**config.mk**
```make
export PLATFORM = sky130hd
export DESIGN_NAME = unidade_controle
export DESIGN_NICKNAME = d
export VERILOG_FILES = /design/src/rtl/unidade_controle.sv
export SDC_FILE = /design/constraint.sdc
export NUM_CORES = 1
export LEC_CHECK = 0
export CORE_MARGIN = 3
export CORE_UTILIZATION = 47
export CTS_BUF_LIST = sky130_fd_sc_hd__clkbuf_8
export DETAILED_ROUTE_END_ITERATION = 6
export PLACE_DENSITY = 0.81
export SYNTH_ARGS = -nofsm -noshare
export SYNTH_HDL_FRONTEND = slang
export SYNTH_SLANG_ARGS = --single-unit
```
**constraint.sdc**
```tcl
create_clock -name clock -period 2.6 [get_ports clock]
set_clock_uncertainty 0.15 [all_clocks]
set_input_delay 0.52 -clock clock [delete_from_list [all_inputs] [get_ports clock]]
set_output_delay 0.52 -clock clock [all_outputs]
set_load 0.01 [all_outputs]
```
**src/rtl/unidade_controle.sv**
```systemverilog
`default_nettype none
// ============================================================================
// Module   : unidade_controle
// Purpose  : Moore controller for the memory-game datapath. It starts a game
//            on iniciar, latches the game mode and walks each round r through
//            r+1 plays. The game ends in a win, a wrong play or a timeout.
// Ports    : clock        - system clock, rising edge
//            reset        - asynchronous, active-low
//            iniciar      - start/restart request (level)
//            modo_in      - mode switch (1 = 4 rounds, 0 = 16 rounds)
//            jogada_feita - one-cycle play pulse from the datapath
//            igual, fimRodada, fimTotal, fimT - datapath status
//            modo         - latched mode
//            zeraL/contaCL/zeraC/contaC/zeraR/registraR/conta - datapath ctrl
//            pronto/ganhou/perdeu/timeout - end-of-game status
//            db_estado    - current state code
// Revision : 1.0 - initial release
// ============================================================================
module unidade_controle #(
   parameter bit TIMEOUT_EN = 1'b1
) (
   input  logic       clock,
   input  logic       reset,
   input  logic       iniciar,
   input  logic       modo_in,
   input  logic       jogada_feita,
   input  logic       igual,
   input  logic       fimRodada,
   input  logic       fimTotal,
   input  logic       fimT,
   output logic       modo,
   output logic       zeraL,
   output logic       contaCL,
   output logic       zeraC,
   output logic       contaC,
   output logic       zeraR,
   output logic       registraR,
   output logic       conta,
   output logic       pronto,
   output logic       ganhou,
   output logic       perdeu,
   output logic       timeout,
   output logic [3:0] db_estado
);

   typedef enum logic [3:0] {
      INICIAL        = 4'h0,
      PREPARACAO     = 4'h1,
      INICIO_RODADA  = 4'h2,
      ESPERA_JOGADA  = 4'h3,
      REGISTRA       = 4'h4,
      COMPARACAO     = 4'h5,
      PROXIMA_JOGADA = 4'h6,
      PROXIMA_RODADA = 4'h7,
      FIM_ACERTOU    = 4'hA,
      FIM_ERROU      = 4'hE,
      FIM_TIMEOUT    = 4'hD
   } estado_t;

   // Control vector order:
   // {zeraL, contaCL, zeraC, contaC, zeraR, registraR, conta,
   //  pronto, ganhou, perdeu, timeout}
   localparam logic [10:0] C_NONE  = 11'b000_0000_0000;
   localparam logic [10:0] C_PREP  = 11'b101_0100_0000;
   localparam logic [10:0] C_INIR  = 11'b001_0100_0000;
   localparam logic [10:0] C_ESP   = 11'b000_0001_0000;
   localparam logic [10:0] C_REG   = 11'b000_0010_0000;
   localparam logic [10:0] C_PJOG  = 11'b000_1000_0000;
   localparam logic [10:0] C_PROD  = 11'b010_0000_0000;
   localparam logic [10:0] C_WIN   = 11'b000_0000_1100;
   localparam logic [10:0] C_ERR   = 11'b000_0000_1010;
   localparam logic [10:0] C_TOUT  = 11'b000_0000_1001;

   estado_t     r_estado;
   estado_t     w_prox;
   logic        r_modo;
   logic [10:0] r_ctrl;
   logic        w_ocioso;

   function automatic logic [10:0] decodifica(input estado_t e);
      case (e)
         PREPARACAO:     decodifica = C_PREP;
         INICIO_RODADA:  decodifica = C_INIR;
         ESPERA_JOGADA:  decodifica = C_ESP;
         REGISTRA:       decodifica = C_REG;
         PROXIMA_JOGADA: decodifica = C_PJOG;
         PROXIMA_RODADA: decodifica = C_PROD;
         FIM_ACERTOU:    decodifica = C_WIN;
         FIM_ERROU:      decodifica = C_ERR;
         FIM_TIMEOUT:    decodifica = C_TOUT;
         default:        decodifica = C_NONE;
      endcase
   endfunction

   // States in which iniciar is honoured (idle and all end states).
   assign w_ocioso = (r_estado == INICIAL)     || (r_estado == FIM_ACERTOU) ||
                     (r_estado == FIM_ERROU)   || (r_estado == FIM_TIMEOUT);

   always_comb begin
      w_prox = r_estado;
      case (r_estado)
         INICIAL:        if (iniciar) w_prox = PREPARACAO;
         PREPARACAO:     w_prox = INICIO_RODADA;
         INICIO_RODADA:  w_prox = ESPERA_JOGADA;
         ESPERA_JOGADA: begin
            // A play arriving together with the timeout terminal wins.
            if (jogada_feita)            w_prox = REGISTRA;
            else if (fimT && TIMEOUT_EN) w_prox = FIM_TIMEOUT;
         end
         REGISTRA:       w_prox = COMPARACAO;
         COMPARACAO: begin
            if (!igual)          w_prox = FIM_ERROU;
            else if (!fimRodada) w_prox = PROXIMA_JOGADA;
            else if (!fimTotal)  w_prox = PROXIMA_RODADA;
            else                 w_prox = FIM_ACERTOU;
         end
         PROXIMA_JOGADA: w_prox = ESPERA_JOGADA;
         PROXIMA_RODADA: w_prox = INICIO_RODADA;
         FIM_ACERTOU, FIM_ERROU, FIM_TIMEOUT:
                         if (iniciar) w_prox = PREPARACAO;
         default:        w_prox = INICIAL;
      endcase
   end

   // Outputs are decoded from the next state so that they are registered
   // yet still line up exactly with the state they belong to.
   always_ff @(posedge clock or negedge reset) begin
      if (!reset) begin
         r_estado <= INICIAL;
         r_ctrl   <= C_NONE;
         r_modo   <= 1'b0;
      end else begin
         r_estado <= w_prox;
         r_ctrl   <= decodifica(w_prox);
         if (w_ocioso && iniciar)
            r_modo <= modo_in;
      end
   end

   assign modo      = r_modo;
   assign zeraL     = r_ctrl[10];
   assign contaCL   = r_ctrl[9];
   assign zeraC     = r_ctrl[8];
   assign contaC    = r_ctrl[7];
   assign zeraR     = r_ctrl[6];
   assign registraR = r_ctrl[5];
   assign conta     = r_ctrl[4];
   assign pronto    = r_ctrl[3];
   assign ganhou    = r_ctrl[2];
   assign perdeu    = r_ctrl[1];
   assign timeout   = r_ctrl[0];
   assign db_estado = r_estado;

endmodule
`default_nettype wire

```
==> impl_results.md <==
- Status: finished clean
- Post-route cell area: 0.00109 mm2
- H-tree depth: 1
- Synth area leader: dfrtp_1
- Pwr/cell area: 1180 mW/mm2
- Nature of the critical path startpoint: input pin
- Placed Instance Area: 0.00104 mm2
- Area Overhead vs Synth: 37.7%
- Antenna fix cells: 0
- Worst hold slack: 0.363 ns
- Clock buffer depth: 2
- Grt ovf: 0
- Type of the worst setup path: input pin to flop
- Vias post-DR: 627
- Final period util: 91.9%
- Min Tclk post-route: 2.39 ns
- Share of cells above drive strength 1: 18.6%
- Final-stage net count: 109
- DRC viols: 0
- Yosys cell types: 31
- IO Count: 25
- Most common cell in the synthesized netlist: dfrtp_1
- Peak supply drop: 0.852 mV
- Final worst setup slack: 0.210 ns
- CTS tree: yes
- Post-synth EDFFs: 0
- Clk slew on worst S/H paths: 0.06 ns
- Final setup violation count: 0
- Syn nets: 81
- Critical Path RT: 2.59 ns
- Max Clock Freq: 418 MHz
- Post-synth top area share: 47.5%
- Critical path buffer and inverter count: 2
- Final Hold Fails: 0
- Die X: 47.0 um
- Clock Tree Root: clkbuf_8
- Largest net degree at the start of global routing: 16
- WP data arrival: 2.38 ns
- Post-DP HPWL: 1220 um
- Number of port buffers: 24
- Mean post-synth cell area: 11.3 um2
- Yosys reg bits: 15
- CP delay by family, top: simple AND/OR/NAND/NOR gates
- Max Slew Vio Count: 0
- Critical path, cell by cell: clkdlybuf4s50_1, nor3_2, a211oi_1, or4_1, ha_1, inv_1, o221a_2
- Post-CTS Hold Buffers: 0
- Synth cell count leaders: 15 x dfrtp_1, 7 x inv_1, 4 x and3_1, 4 x buf_4
- Avg WL per Cell: 14.5 um
- Post-Route Utilization: 70.5%
- Largest cells by area after synthesis: dfrtp_1 48%, buf_4 3.8%, inv_1 3.3%
- Post-Synthesis Cell Area: 790 um2
- Hold Crit Class: flop to flop
- Postcts setup bufs: 0
- Starting Density: 51.2%
- Leak Pwr: 0.469 nW
- Mapped Cells: 70
- Crit-path slowest cell: or4_1
- Total GRT Usage: 17.2%
- Yosys warning count: 0
- Fillers: 124
- Vias in the first global route: 602
- Vias/cell: 5.55
- Clk sinks: 15
- 1st-iter DRT viols: 5
- Slowest cell delay on critical path: 0.53 ns
- Post-synth top flop: dfrtp_1
- Die area: 0.00221 mm2
- Unrepaired setup endpoints after global routing: no
- Post-synthesis sequential area ratio: 47.5%
- Die height: 47.0 um
- Core footprint: 0.00154 mm2
- Gates resized, CTS repair: 0
- Post-Route Setup TNS: 0 ns
- CTS Buf Count: 3
- Endpoint type of the worst setup path: flop
- Total Wirelength: 1640 um
- Initial antenna violation count: 0
- Worst-Skew Late Latency: 0.25 ns
- Worst-Margin Slew: 0.640 ns
- Max Cap Viol: 0
- Drt first pass iters: 4
- DP Worst Slack: -0.0479 ns
- Antenna-violating nets left: 0
- Worst rel slew slack: 57.2%
- First-pass GRT wire length: 2610 um
- Row count: 14
- Final GP Congestion: 0.744
- Critical path peak fanout: 3
- Async SR Flop Fraction: 100%
[cell usage in the layout, fill, tap and decap left out]
master,Yosys,final
or4_4,1,1
and2_1,1,1
a211oi_1,2,2
nor4_4,1,1
nand2b_1,3,3
mux2_2,1,1
or4_1,1,1
clkdlybuf4s50_1,0,24
a21oi_1,2,2
nor4_1,1,1
dfrtp_1,15,15
and3_1,4,4
nor4b_2,1,1
a311o_1,1,1
clkinvlp_4,0,1
buf_4,4,4
o22ai_1,2,2
nor3_2,2,2
xnor2_1,1,1
nand3b_1,2,2
clkbuf_8,0,3
o221a_2,1,1
o211ai_1,1,1
nor3_1,3,3
o221ai_2,1,1
a21oi_2,1,1
nand4bb_2,1,1
nor2_1,1,1
nor4b_1,1,1
nand2_1,3,3
inv_1,7,7
ha_1,2,2
o21ai_0,2,2
[where the power goes]
part | internal, mW | switching [mW] | leakage, nW
combinational | 0.362 | 0.321 | 0.250
clock | 0.108 | 0.0857 | 0.0217
sequential | 0.307 | 0.0990 | 0.197
total | 0.776 | 0.505 | 0.469
[flip-flops by register name, summed over array words and instances, names as in the netlist]
signal,count
r_ctrl,10
modo,1
db_estado,4
[path summary, 6_finish.rpt]
| path | from | to | slack [ns] | cells after the start |
|---|---|---|---|---|
| min in group asynchronous | reset | r_ctrl[1] | 0.52 | 1 |
| max in group asynchronous | reset | db_estado[3] | 1.37 | 1 |
| worst max-delay path | iniciar | r_ctrl[3] | 0.21 | 7 |
| worst min-delay path | modo | modo | 0.36 | 1 |
| worst min register to register | modo | modo | 0.36 | 1 |
| worst max register to register | db_estado[1] | r_ctrl[3] | 0.33 | 6 |
[worst reg2reg max path: cells and delay by family, from the launching register on]
family / cells / cell delay, ns
AOI/OAI and AO/OA: 1 / 0.27
buffers and inverters: 1 / 0.04
DFF: 1 / 0.57
adders and majority gates: 1 / 0.31
and+or+nand+nor: 3 / 0.81
[layout make-up]
type | instances | area, um2 | area share [%]
clock buffers | 3 | 41.3 | 3.80
well taps | 16 | 20.0 | 1.84
inverters | 7 | 26.3 | 2.42
repair buffers | 28 | 270 | 24.9
flip-flops and latches | 15 | 375 | 34.5
clock inverters | 1 | 7.51 | 0.690
multi-input cells | 43 | 347 | 31.9
[cell families after synthesis]
| group | after synthesis | synth area share (%) |
|---|---|---|
| simple gates | 26 | 25.5 |
| flops | 15 | 47.5 |
| compound gates | 13 | 12.7 |
| buf+inv | 12 | 8.56 |
| fa+ha+maj | 2 | 3.17 |
| xor+xnor | 1 | 1.11 |
| mux | 1 | 1.43 |
[metrics by stage]
step	std cells	total power, mW
6_report	113	1.28
5_1_grt	113	1.38
4_1_cts	113	1.29
3_5_place_dp	109	1.09
3_3_place_gp	109	1.07
2_1_floorplan	70	0.840
[layer usage]
| layer | vias up | track usage, % | wire length, um |
|---|---|---|---|
| li1 | 305 | - | - |
| met1 | 300 | 21.2 | 676 |
| met2 | 22 | 29.3 | 860 |
| met3 | 0 | 4.98 | 101 |
| met4 | 0 | 4.97 | 0 |
| met5 | - | 0 | 0 |
No activity file was read; power rests on OpenSTA's default activity.
